### config.mk
export PLATFORM = sky130hd
export DESIGN_NAME = synch_fifo_param
export DESIGN_NICKNAME = d
export VERILOG_FILES = /design/src/rtl/synch_fifo_param.sv
export SDC_FILE = /design/constraint.sdc
export NUM_CORES = 1
export LEC_CHECK = 0
export CAP_MARGIN = 5
export CELL_PAD_IN_SITES_DETAIL_PLACEMENT = 1
export CELL_PAD_IN_SITES_GLOBAL_PLACEMENT = 1
export CORE_ASPECT_RATIO = 1.4
export CORE_MARGIN = 2
export CORE_UTILIZATION = 45
export DETAILED_ROUTE_END_ITERATION = 10
export GPL_ROUTABILITY_DRIVEN = 0
export PLACE_DENSITY = 0.83
export REMOVE_ABC_BUFFERS = 1
export SETUP_SLACK_MARGIN = 0.1
export SLEW_MARGIN = 30
export SYNTH_ARGS = -nofsm -noshare
export SYNTH_HDL_FRONTEND = slang
export SYNTH_SLANG_ARGS = --single-unit
### constraint.sdc
create_clock -name clk -period 3.3 [get_ports clk]
set_clock_uncertainty 0.05 [all_clocks]
set_input_delay 0.66 -clock clk [delete_from_list [all_inputs] [get_ports clk]]
set_output_delay 0.66 -clock clk [all_outputs]
set_load 0.02 [all_outputs]
### src/rtl/synch_fifo_param.sv
// Parametrised single-clock FIFO: generic width/depth, programmable almost-full/empty
// thresholds, sticky overflow/underflow flags, registered or first-word-fall-through read.
module synch_fifo_param #(
  parameter int DATA_W    = 16,
  parameter int DEPTH     = 8,
  parameter int PTR_W     = $clog2(DEPTH),
  parameter int AFULL_TH  = DEPTH - 1,
  parameter int AEMPTY_TH = 1,
  parameter bit FWFT      = 1'b0
) (
  input  logic              clk,
  input  logic              reset,
  input  logic              wr_en,
  input  logic [DATA_W-1:0] write_data,
  input  logic              rd_en,
  output logic [DATA_W-1:0] read_data,
  output logic              read_valid,
  output logic              full,
  output logic              empty,
  output logic              almost_full,
  output logic              almost_empty,
  output logic [PTR_W:0]    data_avail,
  output logic [PTR_W:0]    room_avail,
  output logic              overflow,
  output logic              underflow,
  input  logic              clr_err
);

  localparam int CNT_W = PTR_W + 1;
  localparam logic [CNT_W-1:0] DEPTH_C  = CNT_W'(DEPTH);
  localparam logic [CNT_W-1:0] AFULL_C  = CNT_W'(AFULL_TH);
  localparam logic [CNT_W-1:0] AEMPTY_C = CNT_W'(AEMPTY_TH);
  localparam logic [PTR_W-1:0] LAST_PTR = PTR_W'(DEPTH - 1);

  logic [DATA_W-1:0] mem [DEPTH];
  logic [PTR_W-1:0]  wr_ptr;
  logic [PTR_W-1:0]  rd_ptr;
  logic [CNT_W-1:0]  count;
  logic              wr_acc;
  logic              rd_acc;

  // Status is a pure decode of the registered count, so it never depends on wr_en/rd_en.
  assign empty        = (count == '0);
  assign full         = (count == DEPTH_C);
  assign almost_full  = (count >= AFULL_C);
  assign almost_empty = (count <= AEMPTY_C);
  assign data_avail   = count;
  assign room_avail   = DEPTH_C - count;

  // A write into a full FIFO is only taken when a pop frees the slot in the same cycle.
  assign rd_acc = rd_en & ~empty;
  assign wr_acc = wr_en & (~full | rd_en);

  always_ff @(posedge clk) begin
    if (wr_acc) begin
      mem[wr_ptr] <= write_data;
    end
  end

  always_ff @(posedge clk or negedge reset) begin
    if (!reset) begin
      wr_ptr    <= '0;
      rd_ptr    <= '0;
      count     <= '0;
      overflow  <= 1'b0;
      underflow <= 1'b0;
    end else begin
      if (wr_acc) begin
        wr_ptr <= (wr_ptr == LAST_PTR) ? '0 : wr_ptr + PTR_W'(1);
      end
      if (rd_acc) begin
        rd_ptr <= (rd_ptr == LAST_PTR) ? '0 : rd_ptr + PTR_W'(1);
      end
      count     <= count + CNT_W'(wr_acc) - CNT_W'(rd_acc);
      overflow  <= (overflow  & ~clr_err) | (wr_en & ~wr_acc);
      underflow <= (underflow & ~clr_err) | (rd_en & ~rd_acc);
    end
  end

  generate
    if (FWFT) begin : g_fwft
      // Head word is presented directly; forced to zero while empty so no stale data leaks out.
      assign read_data  = empty ? '0 : mem[rd_ptr];
      assign read_valid = ~empty;
    end else begin : g_reg
      always_ff @(posedge clk or negedge reset) begin
        if (!reset) begin
          read_data  <= '0;
          read_valid <= 1'b0;
        end else begin
          read_valid <= rd_acc;
          if (rd_acc) begin
            read_data <= mem[rd_ptr];
          end
        end
      end
    end
  endgenerate

endmodule

==> flow_summary.yaml, run 1 <==
global_routing:
  wire_length_of_the_first_global_routing_pass_mm: 23.13
  grtUsageTotal_pct: 20.55
  grt_overflow_total: 0
  grt_util_met3_pct: 6.270
  grt_pass1_vias: 4030
  grt_start_max_net_pins: 37
  met2_usage_pct: 36.45
  use_met1_pct: 23.19
  number_of_antenna_violations_at_the_first_check_in_global_routing: 0
  global_route.peak_usage_layer: "met2"
worst_setup_path:
  cp_slowest_stage_delay_ps: 650
  regToRegEndpoint: "data_avail[2]$_DFF_PN0_"
  crit_fanout: 5
  cpMaxStageDelayCell: "clkdlybuf4s50_1"
  critical_path_buf_inv_count: 2
  cp_top_family: "buffers and inverters"
  worstSetupPathType: "reg2out"
  reg2reg_depth: 10
  worstSetupEndpointType: "output port"
  cp_cell_sequence: "inv_1, ha_1, nor2b_1, xnor2_1, clkdlybuf4s50_1"
  worst-endpoint-required_ps: 2590
  r2r-start: "data_avail[1]$_DFF_PN0_"
  ff2ff_setup_slack_ps: 510
  arr_time_crit_path_ps: 2220
  critical_path.startpoint_type: "flip-flop"
placement:
  portBuffers: 51
  detailed_place_hpwl_mm: 8.913
cts:
  cts_tree: "done"
  cts-root-to-sink-buffers: 2
  post-cts-setup-buffers: 0
  insertion_delay_ps: 430
  cts.repair.resized: 0
  cts_root_buffer: "clkbuf_16"
  holdBufCountCts: 0
  clk_transition_reported_paths_ps: 60
  cts-buffers-inserted: 17
  cts_num_sinks: 157
  htreeDepth: 4
yosys:
  post_synth_instance_area_mm2: 0.006466
  postSynthAreaPerCell_um2: 17.24
  syn-instance-count: 375
  yosysSeqAreaShare_pct: 70.67
  yosys_warnings: 0
  postSynth.asyncResetShare_pct: 18.47
  synth_seq_cells: 157
  number_of_enable_type_register_cells_in_the_synthesized_netlist: 128
  netlist_cell_types: 32
  synth_flop_cell: "edfxtp_1"
floorplanning:
  core_mm2: 0.01397
  start_util_pct: 46.27
  i_o_pins: 52
  die_area_mm2: 0.01536
  chipHeight_um: 145.8
  placement_rows: 51
  floorplan.die.width_um: 105.3
route:
  remaining_drc_errors: 0
  count_of_antenna_violating_nets_left_after_detailed_routing: 0
  wl_mm: 14.80
  dr_total_vias: 3562
  routed_wire_length_per_instance_um: 23.05
  initial_drt_pass_iterations: 4
  number_of_vias_per_cell: 5.548
  first_iter_violations: 155
hold_path:
  hold_class: "reg2reg"
  timing.hold.worst_path_depth: 2
  hold_end: "read_data[13]$_DFFE_PN0P_"
  hold_path_startpoint: "read_data[13]$_DFFE_PN0P_"
sta:
  finalHoldWorstSlack_ps: 433.0
  final_hold_viol_count: 0
  finalSetupTns_ps: 0
  relSlewSlack_pct: 31.42
  rsz_0062_raised_after_global_routing: "false"
  worst-slew-pin-transition_ps: 1029
  finalCritPeriodShare_pct: 88.82
  finalCriticalPeriod_ps: 2931
  report.final.setup_viol: 0
  max_freq_mhz: 341.2
  slew_viol_final: 0
finish:
  num-nets-final: 483
  post_route_cells_drive_above_1_share_pct: 21.66
  postLayoutCoreUtil_pct: 56.01
  area_added_between_synthesis_and_finish_pct: 21.05
  n_antenna_cell: 0
  final_cell_mix: "edfxtp_1, clkdlybuf4s50_1, mux2i_1"
  layout_commonest_cell: "edfxtp_1"
job:
  cap_viol_max_count: 0
pwr:
  vdd.ir_drop.worst_mv: 0.5890
  power_density_mw_per_mm2: 949.3
  static-leakage-power_nw: 2.864
outcome:
  status: "finished, final reports clean"
-- worst reg2reg max path: stages, from the launching register on --
cell and delay, ps:
dfrtp_1 460, inv_1 190, ha_1 260, nand2_1 140
o21ai_2 430, ha_1 320, inv_1 60, ha_1 150
inv_1 60, fa_1 370, xor2_1 180
-- cell usage after synthesis (all sizes together) (4+ instances only) --
cell type | count | area (um^2)
nor3 | 5 | 25.02
nor2 | 6 | 22.52
o31ai | 16 | 200.2
ha | 17 | 212.7
inv | 11 | 41.29
mux2i | 32 | 320.3
mux2 | 37 | 416.7
a22o | 19 | 166.4
nand2 | 21 | 78.83
edfxtp | 128 | 3844
dfrtp | 29 | 725.7
nand2b | 4 | 25.02
o22ai | 16 | 100.1
buf | 15 | 143.9
-- kinds of logic (layout without fill, tap and decap cells) --
| logic type | Yosys count | after routing | share of synthesized area (%) |
|---|---|---|---|
| AOI/OAI and AO/OA | 57 | 57 | 7.934 |
| adders and majority gates | 18 | 18 | 3.599 |
| muxes | 69 | 69 | 11.40 |
| DFF | 157 | 157 | 70.67 |
| buffers and inverters | 29 | 111 | 3.038 |
| and+or+nand+nor | 41 | 41 | 2.825 |
| xor gates and xnor gates | 4 | 4 | 0.5419 |
-- through the flow --
stage / setup slack [ps] / cells / cell area [um^2] / power [mW]
detailed placement: 319.2 / 610 / 7221 / 5.479
CTS: 330.8 / 642 / 7828 / 7.501
floorplan: -6.976 / 357 / 6311 / 4.416
global placement: 440.6 / 610 / 7221 / 5.322
finish: 368.8 / 642 / 7828 / 7.431
global route: 240.4 / 642 / 7828 / 7.765
-- routing by layer --
layer	share of wire (%)	up-vias	wire length, um
met5	0	-	0
met4	2.0	0	303
met3	5.4	27	795
met2	53	109	7842
met1	40	1844	5853
li1	-	1582	-
-- cell type report --
type / instances / area [um^2]
Fill cell: 1268 / 6147
Tap cell: 185 / 231.5
Clock buffer: 18 / 439.2
Sequential cell: 157 / 4571
Timing Repair Buffer: 68 / 650.6
Clock inverter: 14 / 167.7
Multi-Input combinational cell: 189 / 1727
Inverter: 11 / 41.29
-- flip-flops by register name, indices dropped and copies added (netlist names) --
register	flops
data_avail	4
mem	128
overflow	1
rd_ptr	3
read_data	16
read_valid	1
underflow	1
wr_ptr	3
-- where the power goes --
group	total, mW	internal [mW]	leakage, nW	switching, mW
Combinational	2.62	1.16	1.06	1.46
Sequential	2.83	2.57	1.51	0.260
Clock	1.98	1.21	0.292	0.772
-- how the worst max path moves through the flow --
stage | from | end | slack [ps] | cells past startpoint
finish | data_avail[1]$_DFF_PN0_ | room_avail[3] | 370 | 5
global placement | rd_en | data_avail[2]$_DFF_PN0_ | 440 | 8
floorplan | data_avail[0]$_DFF_PN0_ | mem[0][0]$_DFFE_PP_ | -7 | 5
CTS | data_avail[1]$_DFF_PN0_ | room_avail[3] | 330 | 5
global route | data_avail[1]$_DFF_PN0_ | room_avail[3] | 240 | 5
detailed placement | rd_en | data_avail[2]$_DFF_PN0_ | 320 | 8
Power figures use the tool's default switching activity.
==> run 2: changes to the inputs <==
--- a/config.mk
+++ b/config.mk
@@ -5,6 +5,7 @@
 export SDC_FILE = /design/constraint.sdc
 export NUM_CORES = 1
 export LEC_CHECK = 0
+export ABC_CLOCK_PERIOD_IN_PS = 3300
 export CAP_MARGIN = 5
 export CELL_PAD_IN_SITES_DETAIL_PLACEMENT = 1
 export CELL_PAD_IN_SITES_GLOBAL_PLACEMENT = 1
@@ -15,7 +16,7 @@
 export GPL_ROUTABILITY_DRIVEN = 0
 export PLACE_DENSITY = 0.83
 export REMOVE_ABC_BUFFERS = 1
-export SETUP_SLACK_MARGIN = 0.1
+export SETUP_SLACK_MARGIN = 0.05
 export SLEW_MARGIN = 30
 export SYNTH_ARGS = -nofsm -noshare
 export SYNTH_HDL_FRONTEND = slang
==> results of run 2 <==
No change in the layout: final DEF, timing and power equal those of run 1.
==> patch, RTL diff (settings of run 1) <==
`FWFT`: 1'b0 -> 1'b1.
--- a/src/rtl/synch_fifo_param.sv
+++ b/src/rtl/synch_fifo_param.sv
@@ -6,7 +6,7 @@
   parameter int PTR_W     = $clog2(DEPTH),
   parameter int AFULL_TH  = DEPTH - 1,
   parameter int AEMPTY_TH = 1,
-  parameter bit FWFT      = 1'b0
+  parameter bit FWFT      = 1'b1
 ) (
   input  logic              clk,
   input  logic              reset,
Behaviour: not the same (a bounded check fails within 4 cycles, from zero or initial values and one cycle with reset low).
==> patch against run 1 <==
  * Sequential cell count decreased by 17
  * Total power shrank 2.8%
  * Area after synthesis decreased by 8.1%
  * Setup slack got worse by 0.16 ns
  * Synthesized cell count decreased by 9.1%
  * Cell area fell by 6.4%
  * Utilization up 0.88 points
  * Non-clock buffer count grew 5
  * Wire length fell by 6.2%
  * Highest routed layer unchanged
  * Maximum frequency down 5.2%
==> patch: results (changes against run 1) <==
- Final wirelength: 13,900 um (-6.2%)
- Min-Delay Endpoint: overflow
- Syn Area/Cell: 17.4 um^2 (+1.1%)
- Largest net degree at the start of global routing: 42 (+14%)
- Status: finished, final reports clean
- Post-synthesis mux area share: 13.9% (+2.5 points)
- Wire length on met1: 5460 um (-6.8%)
- Static Leak: 2.67 nW (-6.9%)
- CP Max Fanout: 32 (+27)
- Post-Place Setup Slack: 0.192 ns (-0.127 ns)
- Setup slack, reg-to-reg: 0.70 ns (+0.19 ns)
- Post-DP HPWL: 8940 um (+0.28%)
- Post-route non-filler standard cell count: 583 (-9.2%)
- Gr usage total: 20.8% (+0.29 points)
- Via count: 3,301 (-7.3%)
- Async set-reset flop share out of synthesis: 8.57% (-9.9 points)
- Placed cell count: 551 (-9.7%)
- WHS Path Cells: 1 (-1)
- Clock Latency Late Sink: 0.41 ns (-0.02 ns)
- Post-Synth XOR/XNOR Area: 0.590% (+0.048 points)
- Netlist cell types: 33 (+3.1%)
- Synth Area in Adders: 3.92% (+0.32 points)
- Hold WS: 0.457 ns (+0.0239 ns)
- Most instantiated cells after synthesis: 128 x edfxtp_1, 38 x mux2_2, 17 x ha_1, 17 x nand3_1
- First-pass GRT wire length: 21,600 um (-6.6%)
- Met2 routed WL: 7640 um (-2.6%)
- Worst path arrival time: 2.38 ns (+0.16 ns)
- Worst hold path startpoint: overflow
- Fill cell count: 1,196 (-5.7%)
- Compound-Gate Fraction of Synth Area: 5.43% (-2.5 points)
[patch: through the flow]
stage	setup TNS, ns	cell area [um^2]
6_report	0	7320
5_1_grt	0	7320
4_1_cts	0	7330
3_5_place_dp	0	6760
3_3_place_gp	0	6760
2_1_floorplan	-4.26	5820
[patch: layout make-up]
| class | count | area share, % |
|---|---|---|
| Clock buffer | 18 | 5.86 |
| Inverter | 13 | 0.666 |
| Clock inverter | 14 | 2.08 |
| Multi-Input combinational cell | 172 | 22.8 |
| Sequential cell | 140 | 56.6 |
| Timing Repair Buffer | 73 | 9.36 |
| Tap cell | 153 | 2.61 |
[patch: routing by layer]
layer  GRT usage, %  vias up
met5              0        -
met4           6.90        0
met3           6.04       16
met2           36.9       94
met1           23.9     1695
li1               -     1496
[patch: worst max path at each step]
stage                          endpoint  depth (start not counted)  slack, ns
after floorplan            read_data[0]                          3      -0.20
after global placement    read_data[13]                          7       0.30
after detailed placement   read_data[0]                          7       0.19
after CTS                 read_data[14]                          7       0.15
after global routing      read_data[14]                          7       0.10
final                     read_data[14]                          7       0.21
[patch: critical path: stages (launching register included)]
cell and delay (ns):
dfrtp_2 0.45, inv_1 0.17, ha_2 0.29, a21boi_2 0.10, buf_12 0.18, a32oi_1 0.30
o211ai_1 0.13, dlygate4sd2_1 0.35
[patch: power breakdown]
| part | total [W] | switching (W) | internal (W) |
|---|---|---|---|
| Sequential | 0.00244 | 0.000174 | 0.00226 |
| Clock | 0.00187 | 0.000691 | 0.00118 |
| Combinational | 0.00292 | 0.00165 | 0.00126 |
| Total | 0.00722 | 0.00252 | 0.00470 |
[patch: repair_timing]
action,CTS,global route
endpoints found under the hold margin,0,0
hold buffers,0,0
gates resized for setup,19,13
endpoints found under the setup margin,16,12
